===== config.mk =====
export PLATFORM = sky130hd
export DESIGN_NAME = pattern_merge_bist_sequencer
export DESIGN_NICKNAME = d
export VERILOG_FILES = /design/src/rtl/pattern_merge_bist_sequencer.sv
export SDC_FILE = /design/constraint.sdc
export NUM_CORES = 1
export LEC_CHECK = 0
export CORE_AREA = 2 2 66 114
export DETAILED_ROUTE_END_ITERATION = 8
export DIE_AREA = 0 0 68 116
export PLACE_DENSITY = 0.77
export REMOVE_ABC_BUFFERS = 1
export SETUP_SLACK_MARGIN = 0.05
export SYNTH_ARGS = -nofsm -noshare
export SYNTH_HDL_FRONTEND = slang
export SYNTH_SLANG_ARGS = --single-unit

===== constraint.sdc =====
create_clock -name blif_clk_net -period 3.05 [get_ports blif_clk_net]
set_clock_uncertainty 0.15 [all_clocks]
set_input_delay 0.7625 -clock blif_clk_net [delete_from_list [all_inputs] [get_ports blif_clk_net]]
set_output_delay 0.7625 -clock blif_clk_net [all_outputs]
set_load 0.02 [all_outputs]

===== src/rtl/pattern_merge_bist_sequencer.sv =====
// BIST sequencer: LFSR stimulus, settle wait, MISR response compaction.
// Ports: blif_clk_net/blif_reset_net, start/abort/seed_load/seed_val in;
// dut_in out, dut_resp in; capture_strobe/busy/done/signature/pat_count out.
module pattern_merge_bist_sequencer #(
    parameter int unsigned IN_W      = 11,
    parameter int unsigned OUT_W     = 9,
    parameter int unsigned N_PAT     = 256,
    parameter int unsigned SETTLE    = 3,
    parameter logic [IN_W-1:0]  LFSR_TAPS = 'h500,
    parameter logic [IN_W-1:0]  LFSR_SEED = 'h001,
    parameter logic [OUT_W-1:0] MISR_POLY = 'h021
) (
    input  logic             blif_clk_net,
    input  logic             blif_reset_net,
    input  logic             start,
    input  logic             abort,
    input  logic             seed_load,
    input  logic [IN_W-1:0]  seed_val,
    output logic [IN_W-1:0]  dut_in,
    input  logic [OUT_W-1:0] dut_resp,
    output logic             capture_strobe,
    output logic             busy,
    output logic             done,
    output logic [OUT_W-1:0] signature,
    output logic [15:0]      pat_count
);

    typedef enum logic [2:0] {
        S_IDLE, S_APPLY, S_SETTLE, S_CAPTURE, S_DONE
    } state_t;

    state_t           state, state_d;
    logic [3:0]       cnt, cnt_d;
    logic [IN_W-1:0]  lfsr, lfsr_d;
    logic [IN_W-1:0]  seed_reg, seed_d;
    logic [IN_W-1:0]  dut_in_d;
    logic [OUT_W-1:0] sig_d;
    logic [15:0]      pat_d;
    logic             busy_d, done_d, cap_d;

    logic [IN_W-1:0]  lfsr_nx;
    logic [OUT_W-1:0] sig_nx;
    logic [15:0]      pat_inc;
    logic             running;

    assign lfsr_nx = {lfsr[IN_W-2:0], ^(lfsr & LFSR_TAPS)};
    assign sig_nx  = {signature[OUT_W-2:0], 1'b0}
                   ^ (signature[OUT_W-1] ? MISR_POLY : '0)
                   ^ dut_resp;
    assign pat_inc = pat_count + 16'd1;
    assign running = (state == S_APPLY) || (state == S_SETTLE)
                  || (state == S_CAPTURE);

    always_ff @(posedge blif_clk_net) begin
        if (blif_reset_net) begin
            state          <= S_IDLE;
            cnt            <= '0;
            lfsr           <= '0;
            seed_reg       <= LFSR_SEED;
            dut_in         <= '0;
            signature      <= '0;
            pat_count      <= '0;
            busy           <= 1'b0;
            done           <= 1'b0;
            capture_strobe <= 1'b0;
        end else begin
            state          <= state_d;
            cnt            <= cnt_d;
            lfsr           <= lfsr_d;
            seed_reg       <= seed_d;
            dut_in         <= dut_in_d;
            signature      <= sig_d;
            pat_count      <= pat_d;
            busy           <= busy_d;
            done           <= done_d;
            capture_strobe <= cap_d;
        end
    end

    always_comb begin
        state_d  = state;
        cnt_d    = cnt;
        lfsr_d   = lfsr;
        seed_d   = seed_reg;
        dut_in_d = dut_in;
        sig_d    = signature;
        pat_d    = pat_count;
        busy_d   = busy;
        done_d   = done;
        cap_d    = 1'b0;

        unique case (state)
            S_IDLE, S_DONE: begin
                // New seed lands after this edge, so a same-cycle start
                // still launches with the previous seed.
                if (seed_load)
                    seed_d = (seed_val == '0) ? IN_W'(1) : seed_val;
                if (abort) begin
                    state_d  = S_IDLE;
                    done_d   = 1'b0;
                    busy_d   = 1'b0;
                    dut_in_d = '0;
                end else if (start) begin
                    state_d  = S_APPLY;
                    lfsr_d   = seed_reg;
                    dut_in_d = seed_reg;
                    sig_d    = '0;
                    pat_d    = '0;
                    done_d   = 1'b0;
                    busy_d   = 1'b1;
                end
            end
            S_APPLY: begin
                if (SETTLE == 0) begin
                    state_d = S_CAPTURE;
                    cap_d   = 1'b1;
                end else begin
                    state_d = S_SETTLE;
                    cnt_d   = 4'(SETTLE);
                end
            end
            S_SETTLE: begin
                cnt_d = cnt - 4'd1;
                if (cnt <= 4'd1) begin
                    state_d = S_CAPTURE;
                    cap_d   = 1'b1;
                end
            end
            S_CAPTURE: begin
                sig_d  = sig_nx;
                pat_d  = pat_inc;
                lfsr_d = lfsr_nx;
                if (pat_inc == 16'(N_PAT)) begin
                    // dut_in keeps the last applied pattern in DONE
                    state_d = S_DONE;
                    busy_d  = 1'b0;
                    done_d  = 1'b1;
                end else begin
                    state_d  = S_APPLY;
                    dut_in_d = lfsr_nx;
                end
            end
            default: state_d = S_IDLE;
        endcase

        // Abort freezes partial signature/count and drops to idle.
        if (running && abort) begin
            state_d  = S_IDLE;
            cnt_d    = '0;
            lfsr_d   = lfsr;
            dut_in_d = '0;
            sig_d    = signature;
            pat_d    = pat_count;
            busy_d   = 1'b0;
            done_d   = 1'b0;
            cap_d    = 1'b0;
        end
    end

endmodule

==> results of run 1 <==
final timing paths:
path	startpoint	end	slack (ns)	depth (start not counted)
max	pat_count[1]$_SDFFE_PP0P_	dut_in[9]$_SDFFE_PP0P_	0.22	7
min	seed_reg[4]$_SDFFE_PP0P_	seed_reg[4]$_SDFFE_PP0P_	0.32	2
max reg2reg	pat_count[1]$_SDFFE_PP0P_	dut_in[9]$_SDFFE_PP0P_	0.22	7
min reg2reg	seed_reg[4]$_SDFFE_PP0P_	seed_reg[4]$_SDFFE_PP0P_	0.32	2
placed cells by master, fill, tap and decap left out, drive strengths merged, types with 5 or more instances in the layout:
master	instances
a22oi	14
nand3	8
nor3	7
a21oi	40
xor2	8
a22o	11
nand2	59
clkbuf	12
dfxtp	68
nor2	55
a211oi	5
a221o	10
clkdlybuf4s50	62
xnor2	6
inv	5
o21ai	20
nor4	6
a311oi	12
buf	15
kinds of logic after synthesis:
| group | count (synthesis) |
|---|---|
| fa+ha+maj | 4 |
| simple gates | 165 |
| xor+xnor | 14 |
| buf+inv | 38 |
| compound gates | 134 |
| flops | 68 |
per-stage QoR:
step | area (sq um) | hold WS, ns | setup TNS, ns | std cells | total power [mW]
after CTS | 4530 | 0.322 | 0 | 567 | 2.42
final | 4540 | 0.319 | 0 | 567 | 2.40
after global routing | 4540 | 0.349 | 0 | 567 | 2.50
after global placement | 4200 | 0.307 | -0.178 | 551 | 1.25
after floorplan | 3360 | 0.293 | 0 | 390 | 1.13
after detailed placement | 4200 | 0.314 | -0.750 | 551 | 1.26
per-layer routing:
metal,GRT usage [%],vias to the layer above,part of all wire (%)
met1,28.5,1645,40
met2,42.4,86,54
li1,-,1671,-
met3,5.92,21,3.6
met4,12.9,0,2.8
met5,0,-,0
critical path: stages, from the launching register on:
cell and delay, ns:
dfxtp_1 0.55, ha_1 0.35, nand3_2 0.15, nor3_1 0.40, nand3_1 0.17, a22oi_2 0.35, a21oi_2 0.20, a221o_1 0.38
layout make-up:
cell class | instances | share of cell area, %
clock inverters | 4 | 1.54
clock buffers | 12 | 5.87
repair buffers | 77 | 16.1
flip-flops and latches | 68 | 30.0
multi-input cells | 317 | 43.7
well taps | 84 | 2.32
inverters | 5 | 0.414
power breakdown:
part	internal (mW)	switching [mW]	total, mW
Clock	0.779	0.378	1.16
Sequential	0.930	0.0396	0.969
Combinational	0.121	0.151	0.271
==> impl_metrics.env, run 1 <==
export IMPL_setup_viol=0
export IMPL_rsz0062_at_grt="false"
export IMPL_cp_data_arrival_time_ns=2.90
export IMPL_die_y_microns=116
export IMPL_cts_sinks=68
export IMPL_final_seq_area_sq_um=1360
export IMPL_ant_nets=0
export IMPL_holdBufCountCts=0
export IMPL_multiInputGateArea_sq_um=1980
export IMPL_relSlewSlack_pct=46.2
export IMPL_area_growth_syn_to_layout_pct=26.7
export IMPL_pre_cts_slack_ns=-0.106
export IMPL_clockRootBuffer="clkbuf_16"
export IMPL_yosys_area_top_type="dfxtp_1"
export IMPL_worst_setup_path_type="flop to flop"
export IMPL_period_minus_slack_ns=2.83
export IMPL_grt_max_degree=47
export IMPL_fin_nets=507
export IMPL_wl_per_cell_microns=15.9
export IMPL_synth_edf_count=0
export IMPL_cts_buffer_depth=2
export IMPL_cts_max_level=3
export IMPL_synth_compound_area_share_pct=26.9
export IMPL_portBuffers=63
export IMPL_grt_pass1_wl_microns=15100
export IMPL_worstPathMaxFanout=10
export IMPL_max_clock_freq_mhz=353
export IMPL_worstMarginPinSlew_ns=0.803
export IMPL_die_w_microns=68
export IMPL_synthDominantCellAreaShare_pct=38.0
export IMPL_p_per_area_nw_per_um2=528
export IMPL_diodes=0
export IMPL_fillers=585
export IMPL_synth_mux_area_share_pct=0
export IMPL_core_area_sq_um=6910
export IMPL_yosys_top_cells_area="dfxtp_1 38%, nand2_1 6.2%, nor2_1 5.8%"
export IMPL_synth_top_flop_cell="dfxtp_1"
export IMPL_cts_resized_gates=0
export IMPL_antenna_found_initial=0
export IMPL_cts_tree="built"
export IMPL_synth_seq_cells=68
export IMPL_synthXorXnorAreaFrac_pct=3.42
export IMPL_drive_gt1_share_pct=13.3
export IMPL_gp_congestion=0.833
export IMPL_yosys_warnings=0
export IMPL_ys_types=63
export IMPL_fin_crit_sh_pct=92.8
export IMPL_syn_mean_instance_area_sq_um=8.47
export IMPL_slew_violations=0
export IMPL_cp_start_kind="flop"
export IMPL_postCtsSetupBuffers=0
export IMPL_syn_area_sq_um=3580
export IMPL_dieArea_sq_um=7890
export IMPL_cp_end_kind="flop"
export IMPL_synthCells=423
export IMPL_drc=0
export IMPL_fp_row_count=40
export IMPL_clkLatencyLatePin_ns=0.34
export IMPL_io_pins=64
export IMPL_grt_use_total_pct=25.1
export IMPL_synth_async_reset_ratio_pct=0
export IMPL_synth_simple_area_share_pct=23.5
export IMPL_post_dp_hpwl_microns=6400
export IMPL_cellLeakagePower_nw=1.66
export IMPL_routed_via_density=6.04
export IMPL_hold_viol_final=0
export IMPL_yosys_area_share_adder_pct=1.40
export IMPL_drtPass1Iterations=4
export IMPL_maxCapViolations=0
export IMPL_regMostFlops="pat_count"
export IMPL_required_ns=3.12
export IMPL_synthTopCellsByCount="68 x dfxtp_1, 59 x nand2_1, 55 x nor2_1, 39 x a21oi_1, 21 x clkbuf_1"
export IMPL_yosysMostFrequentCell="dfxtp_1"
export IMPL_first_iter_violations=298
export IMPL_largest_reg_flops=16
export IMPL_first_global_vias=3240
export IMPL_overflow=0
export IMPL_fin_ws_ns=0.219
export IMPL_status="finished clean"
export IMPL_vdd_ir_drop_max_mv=0.455
export IMPL_min_path_type="flop to flop"
export IMPL_synth_top_family_by_area="compound AO/OA/AOI/OAI gates"
export IMPL_initial_core_util_pct=51.9
export IMPL_clk_pin_slew_ns=0.05
export IMPL_fin_util_pct=65.7
export IMPL_vias=3423
export IMPL_ys_seq_area_share_pct=38.0
export IMPL_cts_buffers=9
export IMPL_drt_wl_total_microns=9040
Power figures use the tool's default switching activity.
==> run 2: changes to the inputs <==
Settings changed: HOLD_SLACK_MARGIN set to 0.06.
==> results of run 2 <==
Same layout as run 1: the final DEF is identical, and so are final timing and power.
